==> src/rtl/multicycle_control_pkg.sv <==
// Shared types for the multicycle MIPS control FSM and the datapath muxes it drives.
package multicycle_control_pkg;

   typedef enum logic [3:0] {
      IDLE      = 4'd0,
      FETCH     = 4'd1,
      DECODE    = 4'd2,
      MEM_ADDR  = 4'd3,
      MEM_READ  = 4'd4,
      MEM_WB    = 4'd5,
      MEM_WRITE = 4'd6,
      R_EXEC    = 4'd7,
      R_WB      = 4'd8,
      BRANCH    = 4'd9,
      ADDI_EXEC = 4'd10,
      JUMP      = 4'd11,
      ADDI_WB   = 4'd12
   } mc_state_type;

   localparam logic [5:0] OP_RTYPE = 6'h00;
   localparam logic [5:0] OP_LW    = 6'h23;
   localparam logic [5:0] OP_SW    = 6'h2B;
   localparam logic [5:0] OP_BEQ   = 6'h04;
   localparam logic [5:0] OP_ADDI  = 6'h08;
   localparam logic [5:0] OP_J     = 6'h02;

   localparam logic [1:0] ALUB_RT      = 2'b00;
   localparam logic [1:0] ALUB_FOUR    = 2'b01;
   localparam logic [1:0] ALUB_IMM     = 2'b10;
   localparam logic [1:0] ALUB_IMM_SH2 = 2'b11;

   localparam logic [1:0] ALUOP_ADD   = 2'b00;
   localparam logic [1:0] ALUOP_SUB   = 2'b01;
   localparam logic [1:0] ALUOP_FUNCT = 2'b10;

   localparam logic [1:0] PCSRC_ALU    = 2'b00;
   localparam logic [1:0] PCSRC_ALUOUT = 2'b01;
   localparam logic [1:0] PCSRC_JUMP   = 2'b10;

   // States that hold on a memory handshake and are subject to the timeout.
   function automatic logic is_wait_state(mc_state_type s);
      return (s == FETCH) || (s == MEM_READ) || (s == MEM_WRITE);
   endfunction

endpackage

==> src/rtl/multicycle_control_wait_timer.sv <==
// Memory-wait cycle counter with timeout compare; MEM_TIMEOUT = 0 disables expiry.
module mc_wait_timer #(
   parameter int MEM_TIMEOUT = 15
) (
   input  logic clk,
   input  logic rst_n,
   input  logic clr,
   input  logic inc,
   output logic expired
);

   localparam int CNT_W = (MEM_TIMEOUT > 0) ? $clog2(MEM_TIMEOUT + 1) : 1;

   logic [CNT_W-1:0] cnt_q, cnt_d;

   always_comb begin
      cnt_d = cnt_q;
      if (clr) begin
         cnt_d = '0;
      end else if (inc) begin
         cnt_d = cnt_q + CNT_W'(1);
      end
   end

   always_ff @(posedge clk) begin
      if (!rst_n) begin
         cnt_q <= '0;
      end else begin
         cnt_q <= cnt_d;
      end
   end

   generate
      if (MEM_TIMEOUT > 0) begin : g_timeout
         assign expired = (cnt_q == CNT_W'(MEM_TIMEOUT));
      end else begin : g_no_timeout
         assign expired = 1'b0;
      end
   endgenerate

endmodule

==> src/rtl/multicycle_control.sv <==
// Multicycle MIPS control FSM: sequences IF/ID/EX/MEM/WB and drives all datapath selects.
// Define MULTICYCLE_JUMP_EN to decode opcode 0x02 (j); otherwise it is treated as illegal.
module multicycle_control
   import multicycle_control_pkg::*;
#(
   parameter int MEM_TIMEOUT = 15
) (
   input  logic       clk,
   input  logic       rst_n,
   input  logic [5:0] opcode,
   input  logic       mem_ready,
   output logic       pcWrite,
   output logic       pcWriteCond,
   output logic       iorD,
   output logic       memRead,
   output logic       memWrite,
   output logic       irWrite,
   output logic       memToReg,
   output logic       regDst,
   output logic       regWrite,
   output logic       aluSrcA,
   output logic [1:0] aluSrcB,
   output logic [1:0] aluOp,
   output logic [1:0] pcSource,
   output logic [3:0] state,
   output logic       retire,
   output logic       illegal_op,
   output logic       mem_fault
);

   mc_state_type state_q, state_d;
   logic         expired;
   logic         timeout;
   logic         tmr_inc;
   logic         tmr_clr;

   assign tmr_inc = is_wait_state(state_q) && !mem_ready;
   assign timeout = tmr_inc && expired;
   // Any state change (including the timeout re-entry) starts a fresh wait count.
   assign tmr_clr = timeout || (state_d != state_q);
   assign state   = state_q;

   mc_wait_timer #(
      .MEM_TIMEOUT(MEM_TIMEOUT)
   ) u_wait_timer (
      .clk    (clk),
      .rst_n  (rst_n),
      .clr    (tmr_clr),
      .inc    (tmr_inc),
      .expired(expired)
   );

   always_ff @(posedge clk) begin
      // NOTE: reset is sampled on the edge, and <= keeps every flop reading pre-edge values.
      if (!rst_n) begin
         state_q <= IDLE;
      end else begin
         state_q <= state_d;
      end
   end

   always_comb begin
      // NOTE: every output gets a default first so no path through the case infers a latch.
      state_d     = state_q;
      pcWrite     = 1'b0;
      pcWriteCond = 1'b0;
      iorD        = 1'b0;
      memRead     = 1'b0;
      memWrite    = 1'b0;
      irWrite     = 1'b0;
      memToReg    = 1'b0;
      regDst      = 1'b0;
      regWrite    = 1'b0;
      aluSrcA     = 1'b0;
      aluSrcB     = ALUB_RT;
      aluOp       = ALUOP_ADD;
      pcSource    = PCSRC_ALU;
      retire      = 1'b0;
      illegal_op  = 1'b0;
      mem_fault   = 1'b0;

      case (state_q)
         IDLE: state_d = FETCH;
         FETCH: begin
            memRead = 1'b1;
            aluSrcB = ALUB_FOUR;
            irWrite = mem_ready;
            pcWrite = mem_ready;
            if (mem_ready) state_d = DECODE;
         end
         DECODE: begin
            aluSrcB = ALUB_IMM_SH2;
            case (opcode)
               OP_RTYPE:     state_d = R_EXEC;
               OP_LW, OP_SW: state_d = MEM_ADDR;
               OP_BEQ:       state_d = BRANCH;
               OP_ADDI:      state_d = ADDI_EXEC;
`ifdef MULTICYCLE_JUMP_EN
               OP_J:         state_d = JUMP;
`endif
               default: begin
                  illegal_op = 1'b1;
                  state_d    = FETCH;
               end
            endcase
         end
         MEM_ADDR: begin
            aluSrcA = 1'b1;
            aluSrcB = ALUB_IMM;
            state_d = (opcode == OP_LW) ? MEM_READ : MEM_WRITE;
         end
         MEM_READ: begin
            memRead = 1'b1;
            iorD    = 1'b1;
            if (mem_ready) state_d = MEM_WB;
         end
         MEM_WB: begin
            regWrite = 1'b1;
            memToReg = 1'b1;
            retire   = 1'b1;
            state_d  = FETCH;
         end
         MEM_WRITE: begin
            memWrite = 1'b1;
            iorD     = 1'b1;
            retire   = mem_ready;
            if (mem_ready) state_d = FETCH;
         end
         R_EXEC: begin
            aluSrcA = 1'b1;
            aluOp   = ALUOP_FUNCT;
            state_d = R_WB;
         end
         R_WB: begin
            regWrite = 1'b1;
            regDst   = 1'b1;
            retire   = 1'b1;
            state_d  = FETCH;
         end
         BRANCH: begin
            aluSrcA     = 1'b1;
            aluOp       = ALUOP_SUB;
            pcWriteCond = 1'b1;
            pcSource    = PCSRC_ALUOUT;
            retire      = 1'b1;
            state_d     = FETCH;
         end
         ADDI_EXEC: begin
            aluSrcA = 1'b1;
            aluSrcB = ALUB_IMM;
            state_d = ADDI_WB;
         end
         ADDI_WB: begin
            regWrite = 1'b1;
            retire   = 1'b1;
            state_d  = FETCH;
         end
`ifdef MULTICYCLE_JUMP_EN
         JUMP: begin
            pcWrite  = 1'b1;
            pcSource = PCSRC_JUMP;
            retire   = 1'b1;
            state_d  = FETCH;
         end
`endif
         default: state_d = IDLE;
      endcase

      // A stalled access that hits the limit is abandoned and the fetch restarts.
      if (timeout) begin
         mem_fault = 1'b1;
         irWrite   = 1'b0;
         pcWrite   = 1'b0;
         retire    = 1'b0;
         state_d   = FETCH;
      end
   end

endmodule

==> config.mk <==
export PLATFORM = sky130hd
export DESIGN_NAME = multicycle_control
export DESIGN_NICKNAME = d
export VERILOG_FILES = /design/src/rtl/multicycle_control_pkg.sv /design/src/rtl/multicycle_control_wait_timer.sv /design/src/rtl/multicycle_control.sv
export SDC_FILE = /design/constraint.sdc
export NUM_CORES = 1
export LEC_CHECK = 0
export ABC_AREA = 1
export BUFFER_PORTS_ARGS = -buffer_cell sky130_fd_sc_hd__buf_2
export CAP_MARGIN = 40
export CORE_MARGIN = 1.5
export CORE_UTILIZATION = 53
export CTS_BUF_LIST = sky130_fd_sc_hd__clkbuf_8
export DETAILED_ROUTE_END_ITERATION = 8
export PLACE_DENSITY = 0.86
export SYNTH_ARGS = -nofsm -noshare
export SYNTH_HDL_FRONTEND = slang
export SYNTH_SLANG_ARGS = --single-unit
==> constraint.sdc <==
create_clock -name clk -period 3 [get_ports clk]
set_input_delay 0.3 -clock clk [delete_from_list [all_inputs] [get_ports clk]]
set_output_delay 0.3 -clock clk [all_outputs]
set_load 0.02 [all_outputs]
==> run_results.csv, run 1 <==
group,metric,value,unit
cells_and_area,drive_gt1_frac,0.270,
cts,clock_tree.root_cell,"clkbuf_8",
route,drt-total-wl,1830,µm
global_routing,grt_pass1_wl,3210,µm
yosys,avgSynthCellArea,5.44,µm²
global_routing,antenna_found_initial,0,
power_and_ir_drop,leakage,0.688,nW
setup_path,cp_data_arrival_time,1.56,ns
cts,htree_levels,1,
job,maxCapViolCount,0,
global_routing,gr-total-overflow,0,
yosys,synth_ff_type,"dfxtp_1",
cts,cts_tree,"yes",
floorplan,initial_core_util,0.593,
timing,max_freq,539,MHz
setup_path,reg2reg_depth,12,
cts,cts_resized,0,
setup_path,worstReg2RegEnd,"u_wait_timer.cnt_q[0]",
setup_path,cp-end-kind,"output pin",
yosys,synth_edf_count,0,
timing,rsz0062_at_grt,"no",
yosys,syn-num-nets,159,
route,drc,0,
cells_and_area,fin_util,0.725,
status,status,"finished, final reports clean",
cts,postCtsSetupRepairBufs,0,
yosys,synth_top_area_cell,"dfxtp_1",
placement,portBuffers,30,
yosys,synth-seq-cells,8,
route,num_vias,940,
yosys,ys.warnings.count,0,
cts,cts_hold_buf,0,
route,drtIter0Drc,26,
setup_path,reg2reg_from,"state[0]",
setup_path,cp.required,2.70,ns
placement,pre_cts_ws,1.36,ns
placement,place.detailed.hpwl,1590,µm
setup_path,worstSetupPathType,"reg2out",
timing,skew,0.000666,ns
yosys,ys_types,21,
cts,cts_buffers,3,
floorplan,die_y,42.1,µm
global_routing,grt_max_degree,8,
floorplan,placementRows,13,
cts,worstSkewPairLatency,0.22,ns
hold_path,min_to,"state[0]",
timing,setup_violations,0,
yosys,yosysTopAreaCellShare,0.198,
timing,final.period_utilization,0.619,
hold_path,hp-class,"in2reg",
yosys,netlist_area,811,µm²
setup_path,r2r_slack,1.34,ns
hold_path,hold_depth,3,
timing,hold_viol_final,0,
route,wl_per_cell,9.49,µm
cts,clk_path_buf_depth,2,
power_and_ir_drop,peakVddDrop,0.288,mV
floorplan,fp.dieW,42.1,µm
yosys,synthArstFlopShare,0,
placement,gp_congestion,0.926,
setup_path,startpoint_type,"flop",
yosys,synth_cells,149,
cells_and_area,nets,190,
setup_path,crit_start,"state[0]",
global_routing,grt_util_all_layers,0.220,
power_and_ir_drop,cellPowerDensity,375,mW/mm²
global_routing,grt_pass1_vias,812,
yosys,ys_seq_area_frac,0.198,
yosys,ys_top_cells_by_area,"dfxtp_1 20%, nand2_1 19%, inv_1 13%, nor2_1 13%, nand3_1 6.8%",
timing,fin_tns_setup,0,ns
floorplan,core,0.00137,mm²
setup_path,critPathMaxFanout,7,
timing,slew_violations,0,
cells_and_area,num_antenna_cells,0,
route,viasPerCell,4.87,
timing,layout_setup_ws,1.14,ns
route,firstDrtPassIters,4,
route,antenna_left,0,
hold_path,hp-start,"rst_n",
cts,path_clk_slew,0.04,ns
cells_and_area,syn_to_final_growth,22.2,%
cts,clock-sinks,8,
floorplan,num_io_pins,32,
timing,finalCriticalPeriod,1.86,ns
floorplan,die_area,0.00177,mm²
through the flow:
| stage | hold WS [ns] | cells | instance area, µm² | power (mW) |
|---|---|---|---|---|
| after floorplan | 0.398 | 149 | 811 | 0.217 |
| after global placement | 0.531 | 190 | 950 | 0.248 |
| after detailed placement | 0.530 | 190 | 950 | 0.250 |
| after CTS | 0.301 | 193 | 991 | 0.375 |
| after global routing | 0.312 | 193 | 991 | 0.396 |
| final | 0.310 | 193 | 991 | 0.372 |
critical path: stages (launching register included):
cell and delay, ns:
dfxtp_1 0.46, inv_2 0.10, nor2_2 0.17, nand2_2 0.10, nand2_2 0.08, nand2_4 0.07
inv_4 0.07, nand2_4 0.07, inv_1 0.06, buf_2 0.15
layout by cell type, fill, tap and decap left out:
master / count
inv_2: 3
nand2_1: 41
nor2_4: 2
ha_1: 1
nor2_2: 3
conb_1: 1
inv_4: 1
o21ai_0: 2
clkbuf_8: 3
a21oi_1: 2
nand2_4: 2
inv_1: 29
nor3_1: 2
dfxtp_1: 8
nand4_1: 3
nand3_1: 11
nor2_1: 27
nand2_2: 3
buf_2: 30
nand3_2: 1
xnor2_1: 1
xor2_1: 2
report_power, final:
group | internal, mW | switching [mW] | leakage [nW] | total [mW]
Clock | 0.0864 | 0.0364 | 0.0216 | 0.123
Sequential | 0.112 | 0.00879 | 0.0649 | 0.120
Combinational | 0.0420 | 0.0863 | 0.602 | 0.128
Total | 0.240 | 0.132 | 0.688 | 0.372
state kept, by name (all words and copies together), names as in the netlist:
name and cells:
state 4, u_wait_timer.cnt_q 4
per-layer routing:
layer,vias up,GRT usage,wire [µm]
met5,-,0,0
met4,0,0.0688,0
met3,0,0.0259,135
met2,36,0.366,802
met1,406,0.296,893
li1,498,-,-
Yosys cell counts (3+ instances only):
master / instances
nand3_1: 11
nand2_1: 41
nor2_2: 3
inv_2: 3
buf_4: 4
nand2_2: 3
inv_1: 29
nor2_1: 27
dfxtp_1: 8
nand4_1: 3
how the worst max path moves through the flow:
stage	end	slack [ns]	cells after the start
finish	mem_fault	1.14	9
detailed placement	u_wait_timer.cnt_q[0]	1.36	12
CTS	mem_fault	1.15	9
global route	mem_fault	1.03	9
floorplan	illegal_op	1.29	5
global placement	u_wait_timer.cnt_q[3]	1.37	12
final cells by class:
class	count	area (µm²)
multi-input combinational	104	494
fill	139	375
sequential	8	160
timing repair buffer	30	150
inverter	33	126
clock buffer	3	41.3
tap	15	18.8
cell families after synthesis:
logic type | Yosys count | synth area share
XOR/XNOR | 3 | 0.0324
buffers and inverters | 37 | 0.193
adder cells (fa/ha/maj) | 1 | 0.0154
AND/OR/NAND/NOR | 95 | 0.532
other | 1 | 0.00463
flip-flops | 8 | 0.198
AO/OA/AOI/OAI | 4 | 0.0247
(Power assumes the default switching activity.)
==> run 2, diff against run 1 <==
--- a/config.mk
+++ b/config.mk
@@ -9,10 +9,10 @@
 export BUFFER_PORTS_ARGS = -buffer_cell sky130_fd_sc_hd__buf_2
 export CAP_MARGIN = 40
 export CORE_MARGIN = 1.5
-export CORE_UTILIZATION = 53
+export CORE_UTILIZATION = 50
 export CTS_BUF_LIST = sky130_fd_sc_hd__clkbuf_8
 export DETAILED_ROUTE_END_ITERATION = 8
-export PLACE_DENSITY = 0.86
+export PLACE_DENSITY = 0.82
 export SYNTH_ARGS = -nofsm -noshare
 export SYNTH_HDL_FRONTEND = slang
 export SYNTH_SLANG_ARGS = --single-unit
==> constraint.sdc (replaced) <==
create_clock -name clk -period 1.75 [get_ports clk]
set_input_delay 0.175 -clock clk [delete_from_list [all_inputs] [get_ports clk]]
set_output_delay 0.175 -clock clk [all_outputs]
set_load 0.02 [all_outputs]
==> run_results.csv, run 2 (synthesized netlist as in run 1, its figures left out) <==
group,metric,value,unit
route,viasPerCell,4.95,
cts,cts_tree,"yes",
setup_path,worstSetupPathType,"reg2out",
cells_and_area,num_antenna_cells,0,
placement,place.detailed.hpwl,1590,µm
power_and_ir_drop,cellPowerDensity,641,mW/mm²
timing,setup_violations,0,
timing,hold_viol_final,0,
cells_and_area,fin_cells,195,
route,wl_per_cell,9.85,µm
timing,layout_setup_ws,0.125,ns
timing,fin_tns_setup,0,ns
cts,clock_tree.root_cell,"clkbuf_8",
placement,portBuffers,30,
global_routing,grt_pass1_wl,3300,µm
setup_path,cp.required,1.57,ns
floorplan,die_y,43.3,µm
hold_path,hold_depth,3,
global_routing,gr-total-overflow,0,
cells_and_area,drive_gt1_frac,0.296,
timing,finalCriticalPeriod,1.63,ns
cts,cts_buffers,3,
placement,gp_congestion,0.947,
global_routing,grt.busiest_layer,"met2",
power_and_ir_drop,peakVddDrop,0.559,mV
timing,slew_violations,0,
power_and_ir_drop,power,0.652,mW
global_routing,grt_util_all_layers,0.231,
cts,clock-sinks,8,
job,maxCapViolCount,0,
global_routing,grt_pass1_vias,883,
setup_path,cp_data_arrival_time,1.45,ns
route,num_vias,966,
cts,clk_path_buf_depth,2,
hold_path,hp-class,"in2reg",
placement,pre_cts_ws,0.0752,ns
cells_and_area,nets,191,
floorplan,placementRows,14,
cts,htree_levels,1,
floorplan,num_io_pins,32,
timing,whs,0.193,ns
setup_path,critPathMaxFanout,7,
global_routing,antenna_found_initial,0,
floorplan,initial_core_util,0.538,
cells_and_area,final_common_cell,"nand2_1",
timing,final.period_utilization,0.929,
setup_path,reg2reg_depth,13,
floorplan,core,0.00151,mm²
cells_and_area,syn_to_final_growth,25.5,%
global_routing,grt_max_degree,8,
timing,max_freq,615,MHz
route,antenna_left,0,
power_and_ir_drop,leakage,0.698,nW
global_routing,met3_usage,0.0298,
cts,path_clk_slew,0.04,ns
setup_path,startpoint_type,"flop",
route,drtIter0Drc,21,
cells_and_area,layout_common_cells,"41 x nand2_1, 30 x buf_2, 29 x inv_1, 27 x nor2_1, 11 x nand3_1",
floorplan,fp.dieW,43.3,µm
placement,dp_cells,192,
floorplan,die_area,0.00187,mm²
route,drc,0,
setup_path,cp-end-kind,"output pin",
status,status,"finished, final reports clean",
global_routing,grt.met2_usage,0.379,
route,firstDrtPassIters,4,
timing,skew,0.00120,ns
global_routing,grt_use_met1,0.282,
cts,worstSkewPairLatency,0.23,ns
route,drt-total-wl,1920,µm
[run 2: what timing repair did]
item | CTS | global route
endpoints found under the setup margin | 0 | 9
hold buffers | 0 | 0
buffers inserted | 0 | 0
resized for setup | 0 | 7
endpoints found under the hold margin | 0 | 0
[run 2: final cells by class]
type / count / area [µm²]
clock buffer: 3 / 41.3
sequential: 8 / 168
inverter: 33 / 126
tap: 16 / 20.0
fill: 147 / 489
multi-input combinational: 104 / 504
timing repair buffer: 31 / 158
[run 2: per-layer routing]
metal | share of wire | wire length [µm]
met5 | 0 | 0
met4 | 0.028 | 53
met3 | 0.061 | 117
met2 | 0.47 | 903
met1 | 0.44 | 846
[run 2: final timing paths]
check / startpoint / end / slack [ns]
hold / removal: rst_n / state[0] / 0.19
setup / recovery: state[2] / mem_fault / 0.12
setup reg to reg: state[2] / u_wait_timer.cnt_q[0] / 0.14
hold reg to reg: u_wait_timer.cnt_q[3] / u_wait_timer.cnt_q[3] / 0.55
[run 2: stage by stage]
step / area (µm²) / util
after detailed placement: 958 / 0.636
after floorplan: 811 / -
after global placement: 958 / 0.636
after CTS: 1000 / 0.664
after global routing: 1020 / 0.675
final: 1020 / 0.675
[run 2: where the power goes]
part	internal, mW	total, mW	switching [mW]	leakage (nW)
clock network	0.148	0.215	0.0662	0.0216
logic	0.0767	0.230	0.153	0.609
registers	0.192	0.207	0.0154	0.0669
[run 2: critical path, stage by stage, from the launching register on]
cell     delay (ns)
dfxtp_4        0.38
inv_2          0.06
nor2_4         0.14
nand2_1        0.10
nand2_2        0.10
nand2_4        0.07
inv_4          0.08
nand2_4        0.07
inv_1          0.07
buf_2          0.15
